===== src/rtl/ext_ao_bus_arbiter.sv =====
// ---------------------------------------------------------------------------
// ext_ao_bus_arbiter
//
// Shares the single external always-on peripheral bus master port among
// NUM_REQ reg-bus requesters with round-robin priority. The grant is held for
// the whole reg-bus transaction; a slave that never answers is cut off after
// TIMEOUT_CYCLES waited cycles with an error response to the owner.
//
// Ports
//   clk_i          single clock
//   rst_i          asynchronous, active-high reset
//   req_i          requester requests (valid, write, addr, wdata, wstrb)
//   rsp_o          requester responses (ready, rdata, error)
//   aopb_req_o     request forwarded to the AO peripheral bus
//   aopb_rsp_i     response from the AO peripheral bus
//   grant_o        one-hot current owner, zero while idle
//   busy_o         a transaction is granted
//   timeout_o      one-cycle pulse, registered, in the cycle after a timeout
//                  error response
//   timeout_idx_o  owner index of the most recent timeout
// ---------------------------------------------------------------------------
package ext_ao_bus_pkg;
    typedef struct packed {
        logic        valid;
        logic        write;
        logic [31:0] addr;
        logic [31:0] wdata;
        logic [3:0]  wstrb;
    } reg_req_t;

    typedef struct packed {
        logic        ready;
        logic [31:0] rdata;
        logic        error;
    } reg_rsp_t;
endpackage

module ext_ao_bus_arbiter
    import ext_ao_bus_pkg::*;
#(
    parameter int unsigned NUM_REQ        = 4,
    parameter int unsigned TIMEOUT_CYCLES = 255,
    parameter logic [31:0] ERR_RDATA      = 32'hBADC_AB1E,
    localparam int unsigned IW            = $clog2(NUM_REQ)
) (
    input  logic            clk_i,
    input  logic            rst_i,
    input  reg_req_t        req_i [NUM_REQ],
    output reg_rsp_t        rsp_o [NUM_REQ],
    output reg_req_t        aopb_req_o,
    input  reg_rsp_t        aopb_rsp_i,
    output logic [NUM_REQ-1:0] grant_o,
    output logic            busy_o,
    output logic            timeout_o,
    output logic [IW-1:0]   timeout_idx_o
);

    // A zero TIMEOUT_CYCLES disables the timeout; keep the counter 1 bit wide then.
    localparam int unsigned TW     = (TIMEOUT_CYCLES > 0) ? $clog2(TIMEOUT_CYCLES + 1) : 1;
    localparam logic        TMO_EN = (TIMEOUT_CYCLES != 0);

    typedef enum logic [0:0] {
        IDLE  = 1'b0,
        GRANT = 1'b1
    } state_t;

    state_t          state_q, state_d;
    logic [IW-1:0]   owner_q, owner_d;
    logic [IW-1:0]   last_q, last_d;
    logic [TW-1:0]   tmo_cnt_q, tmo_cnt_d;
    logic            timeout_q, timeout_d;
    logic [IW-1:0]   timeout_idx_q, timeout_idx_d;

    logic            any_valid_s;
    logic [IW-1:0]   rr_sel_s;
    logic [IW-1:0]   cand_s;
    reg_req_t        own_req_s;
    logic            tmo_hit_s;

    // Round-robin pick: first valid requester scanning last_q+1, last_q+2, ... (wrapping).
    always_comb begin
        any_valid_s = 1'b0;
        rr_sel_s    = '0;
        cand_s      = '0;
        for (int i = 1; i <= int'(NUM_REQ); i++) begin
            cand_s = IW'((int'(last_q) + i) % int'(NUM_REQ));
            if (!any_valid_s && req_i[cand_s].valid) begin
                any_valid_s = 1'b1;
                rr_sel_s    = cand_s;
            end else begin
                any_valid_s = any_valid_s;
            end
        end
    end

    assign own_req_s = req_i[owner_q];
    assign tmo_hit_s = TMO_EN && (tmo_cnt_q == TW'(TIMEOUT_CYCLES));

    // Next-state and forwarding mux; only the owner's response path is ever opened.
    always_comb begin
        state_d       = state_q;
        owner_d       = owner_q;
        last_d        = last_q;
        tmo_cnt_d     = tmo_cnt_q;
        timeout_d     = 1'b0;
        timeout_idx_d = timeout_idx_q;
        aopb_req_o    = '0;
        for (int k = 0; k < int'(NUM_REQ); k++) begin
            rsp_o[k] = '0;
        end

        case (state_q)
            IDLE: begin
                tmo_cnt_d = '0;
                if (any_valid_s) begin
                    owner_d = rr_sel_s;
                    state_d = GRANT;
                end else begin
                    state_d = IDLE;
                end
            end
            GRANT: begin
                aopb_req_o = own_req_s;
                if (!own_req_s.valid) begin
                    // Abort: a ready seen in this cycle is ignored, no response returned.
                    last_d  = owner_q;
                    state_d = IDLE;
                end else if (aopb_rsp_i.ready) begin
                    // Completion wins over a timeout falling in the same cycle.
                    rsp_o[owner_q] = aopb_rsp_i;
                    last_d         = owner_q;
                    state_d        = IDLE;
                end else if (tmo_hit_s) begin
                    aopb_req_o.valid = 1'b0;
                    rsp_o[owner_q]   = '{ready: 1'b1, rdata: ERR_RDATA, error: 1'b1};
                    timeout_d        = 1'b1;
                    timeout_idx_d    = owner_q;
                    last_d           = owner_q;
                    state_d          = IDLE;
                end else begin
                    rsp_o[owner_q] = aopb_rsp_i;
                    if (tmo_cnt_q != {TW{1'b1}}) begin
                        tmo_cnt_d = tmo_cnt_q + TW'(1);
                    end else begin
                        tmo_cnt_d = tmo_cnt_q;
                    end
                end
            end
            default: begin
                state_d = IDLE;
            end
        endcase
    end

    // State registers; last_q resets to the top index so requester 0 goes first.
    always_ff @(posedge clk_i or posedge rst_i) begin
        if (rst_i) begin
            state_q       <= IDLE;
            owner_q       <= '0;
            last_q        <= IW'(NUM_REQ - 1);
            tmo_cnt_q     <= '0;
            timeout_q     <= 1'b0;
            timeout_idx_q <= '0;
        end else begin
            state_q       <= state_d;
            owner_q       <= owner_d;
            last_q        <= last_d;
            tmo_cnt_q     <= tmo_cnt_d;
            timeout_q     <= timeout_d;
            timeout_idx_q <= timeout_idx_d;
        end
    end

    assign busy_o        = (state_q == GRANT);
    assign grant_o       = busy_o ? (NUM_REQ'(1) << owner_q) : '0;
    assign timeout_o     = timeout_q;
    assign timeout_idx_o = timeout_idx_q;

endmodule

===== config.mk =====
export PLATFORM = sky130hd
export DESIGN_NAME = ext_ao_bus_arbiter
export DESIGN_NICKNAME = d
export VERILOG_FILES = /design/src/rtl/ext_ao_bus_arbiter.sv
export SDC_FILE = /design/constraint.sdc
export NUM_CORES = 1
export LEC_CHECK = 0
export CAP_MARGIN = 20
export CORE_AREA = 4 4 202 204
export CTS_BUF_LIST = sky130_fd_sc_hd__clkbuf_8 sky130_fd_sc_hd__clkbuf_16
export CTS_CLUSTER_DIAMETER = 40
export DETAILED_ROUTE_END_ITERATION = 10
export DIE_AREA = 0 0 206 208
export GPL_ROUTABILITY_DRIVEN = 0
export HOLD_SLACK_MARGIN = 0.12
export SLEW_MARGIN = 20
export SYNTH_ARGS = -nofsm -noshare
export SYNTH_HDL_FRONTEND = slang
export SYNTH_SLANG_ARGS = --single-unit

===== constraint.sdc =====
create_clock -name clk_i -period 4.15 [get_ports clk_i]
set_clock_uncertainty 0.05 [all_clocks]
set_input_delay 1.245 -clock clk_i [delete_from_list [all_inputs] [get_ports clk_i]]
set_output_delay 1.245 -clock clk_i [all_outputs]
set_load 0.02 [all_outputs]

# --- After elaboration in Yosys (flattened, before gate mapping) ---
# Index checks and enable logic that the tools add are counted.
op_classes:
  reduce_logical: 11
  mux: 50
  n_lt_le_gt_ge: 6
  n_shift: 1
  eq_ne: 7
  addsub: 5
  n_bitwise: 8
ops:
  columns: ["op", "n"]
  rows:
  - ["70-bit 2-to-1 mux", 11]
  - ["70-bit binary-select mux with 2-bit select", 5]
  - ["136-bit 2-to-1 mux", 4]
  - ["136-bit AND", 1]
  - ["34-bit demux with 2-bit select", 1]
  - ["34-bit 2-to-1 mux", 1]
  - ["8-bit 2-to-1 mux", 4]
  - ["8-bit case mux with 2 select lines", 1]
  - ["3-bit >= comparator (second input constant)", 5]
  - ["2-bit inverter with 3-bit output", 5]
  - ["1-bit 2-to-1 mux", 14]
  - ["2-bit 2-to-1 mux", 7]
  - ["8-bit by 1-bit adder with 8-bit output (second input constant)", 1]
  - ["8-bit == test (second input constant)", 1]
  - ["8-bit inequality test (second input constant)", 1]
  - ["4-bit AND reduction", 2]
  - ["2-bit by 1-bit adder with 2-bit output (second input constant)", 2]
  - ["2-bit adder (second input constant)", 2]
  - ["1-bit logical AND", 4]
  - ["4-bit 2-to-1 mux", 1]
  - ["2-bit by 1-bit inequality test with 1-bit output (second input constant)", 2]
  - ["2-bit inequality test (second input constant)", 2]
  - ["2-bit AND reduction", 2]
  - ["1-bit by 2-bit << shifter with 4-bit output (first input constant)", 1]
  - ["other kinds (5)", 8]
totals:
  word_cells: 94
  out_inout_bits: 214
  reg_bits: 16

# --- Depth between registers and ports, before layout ---
depth:
  ltp_word: 17
  depth_mapped: 7
  ltp_nobuf: 5

# --- Least setup slack after synthesis ---
# Ideal clock, no wire load.
synth_timing:
  path_kind: "input port to output port"
  start: "input aopb_rsp_i[33] in the netlist's numbering"
  end: "output rsp_o[10] in the netlist's numbering"
  stages: 5
  n_path_buf: 1
  arrival_time_ns: 2.418
  setup_slack_ns: 0.437
  cell_sequence: "and3b_1 -> and3_1 -> clkbuf_1 -> nor2_1 -> nor2_1"
synth_lines:
  columns: ["item", "line", "source"]
  rows:
  - ["start, declared", "51", "input reg_rsp_t aopb_rsp_i,"]
  - ["end, declared", "49", "output reg_rsp_t rsp_o [NUM_REQ],"]

==> out/results.ini <==
[outcome]
status = completed

[global_routing]
overflow = 0
grt_use_total_pct = 12.2
grt_max_degree = 54
antenna_found_initial = 3
grt_pass1_vias = 6143
grt_pass1_wl_um = 40000

[timing]
fin_tns_setup_ps = 0
fin_ws_ps = 27.1
fin_crit_sh_pct = 99.3
fmax_mhz = 243
worst_slew_pin_slew_ps = 634
hold_slack_ps = 461
slew_headroom_pct = 57.7
rsz0062_at_grt = true
min_period_ps = 4120
slew_violations = 0
setup_viol = 0
hold_viol = 0

[placement]
portBuffers = 529
dp.final_hpwl_um = 24900
place_ws_ps = -336

[floorplan]
coreArea_mm2 = 0.0393
top_level_ports = 530
die_h_um = 208
start_util_pct = 9.74
rows = 73
dieArea_mm2 = 0.0428
die_x_um = 206

[job]
timing.max_cap.violations = 0

[final_layout]
synthToLayoutAreaGrowth_pct = 156
most-common-layout-cells = clkdlybuf4s50_1 (344), nor2_1 (94), and2_1 (73)
drive_above_1_share_pct = 27.4
final_util_pct = 24.9
fin_nets = 1284
layout_commonest_cell = clkdlybuf4s50_1

[synth]
ys_seq_area_share_pct = 10.5
synthMuxAreaShare_pct = 42.7
synth.yosys.warnings = 0
syn-num-nets = 757
synth_xor_area_share_pct = 0.229
synth-main-ff-cell = dfrtp_1
synth_fa_ha_area_share_pct = 0.327
synth-seq-cells = 16
synth_area_mm2 = 0.00382
synthArstFlopShare_pct = 100
synth-compound-area-share_pct = 4.55
ys_types = 38
avgSynthCellArea_um2 = 8.69
netlist_instances = 440
synth-edff-count = 0
synth_top_family_by_area = multiplexers
yosys.area_share.simple_pct = 36.3

[power]
p_seq_share_pct = 7.9
p_comb_share_pct = 87.4
ir_drop_mv = 0.176
internal_power_mw = 2.29
p_sw_mw = 2.04
swShare_pct = 47.2
leakage_nw = 4.33
p_per_area_mw_per_mm2 = 443
p_total_mw = 4.34
p_clk_share_pct = 4.7

[routing]
wirelength_um = 29100
post_drt_wl_per_cell_um = 19.5
vias = 5782
vias_per_cell = 3.88
firstDrtPassIters = 4
drt_iter0_markers = 303
drc = 0
antenna_left = 0

[setup_path]
required_ps = 2850
worstPathArrival_ps = 2830
startpoint_type = primary input
cp_max_fo = 1
end_kind = primary output
worstSetupPathType = in -> out

[clocking]
clk_latency_ps = 240
h-tree-depth = 1
cts.sinks = 16
ctsHoldBuffers = 0
cts_made_buffers = 3
tritoncts = built
cts_buffer_depth = 2
clkTransAtPathRegs_ps = 50
cts_root_buf = clkbuf_16

[worst_hold_path]
hold_class = reg -> reg

-- final timing paths --
| kind | cells after the start | slack [ps] | end | start |
|---|---|---|---|---|
| max | 4 | 30 | aopb_req_o[46] | req_i[46] |
| min | 1 | 460 | timeout_idx_o[1] | timeout_idx_o[1] |
| max reg2reg | 5 | 2000 | tmo_cnt_q[5] | owner_q[0] |
| min reg2reg | 1 | 460 | timeout_idx_o[1] | timeout_idx_o[1] |
| max in group asynchronous | 2 | 2240 | owner_q[1] | rst_i |
| min in group asynchronous | 2 | 1340 | tmo_cnt_q[2] | rst_i |
-- critical path, cell delays in order --
cell	delay [ps]
clkdlybuf4s50_1	390
mux4_2	470
and2_1	170
clkdlybuf4s50_1	550
-- power groups by stage --
stage | logic, mW | registers, mW | clock network, mW
after CTS | 3.90 | 0.354 | 0.209
after floorplan | 2.25 | 0.233 | 0
after global placement | 4.05 | 0.358 | 0
after detailed placement | 4.05 | 0.356 | 0
after global routing | 4.03 | 0.364 | 0.216
final | 3.79 | 0.341 | 0.204
-- state kept, by name (all words and copies together), names as in the netlist --
| signal | count |
|---|---|
| timeout_o | 1 |
| busy_o | 1 |
| last_q | 2 |
| owner_q | 2 |
| tmo_cnt_q | 8 |
| timeout_idx_o | 2 |
-- kinds of logic after synthesis --
kind of cell	after synthesis
compound gates	23
fa+ha+maj	1
mux	75
flops	16
simple gates	273
buf+inv	51
xor+xnor	1
-- Yosys cell counts, types with 6 or more instances --
cell type,instances,area (µm²)
mux4_2,70,1580
clkbuf_1,33,124
nand2_1,11,41.3
and2_1,73,457
and3_1,55,344
buf_2,9,45.0
nor2_1,114,428
nand3_1,8,40.0
dfrtp_1,14,350
inv_1,6,22.5
-- per-layer routing --
metal	vias up	GRT usage, %	share of wire (%)
li1	2667	-	-
met1	2809	14.9	40
met2	290	22.6	51
met3	12	2.96	8.4
met4	4	0.941	0.45
met5	-	0	0.069
-- final cells by class --
| class | count | area, µm² |
|---|---|---|
| repair buffers | 567 | 5310 |
| fillers | 4229 | 29500 |
| multi-input cells | 373 | 3290 |
| clock buffers | 4 | 88.8 |
| flip-flops and latches | 16 | 412 |
| inverters | 6 | 22.5 |
| diodes | 1 | 2.50 |
| well taps | 525 | 657 |
-- per-stage QoR --
step	instances	cell area [µm²]
floorplan	440	3820
global placement	1483	9960
detailed placement	1483	9960
CTS	1489	10100
global route	1492	9780
finish	1492	9780
-- repair_timing --
item | in CTS | in global routing
endpoints found under the setup margin | 163 | 137
gates cloned | 0 | 1
resized for setup | 347 | 152
buffers inserted | 2 | 1
endpoints found under the hold margin | 0 | 0
Power figures use the tool's default switching activity.
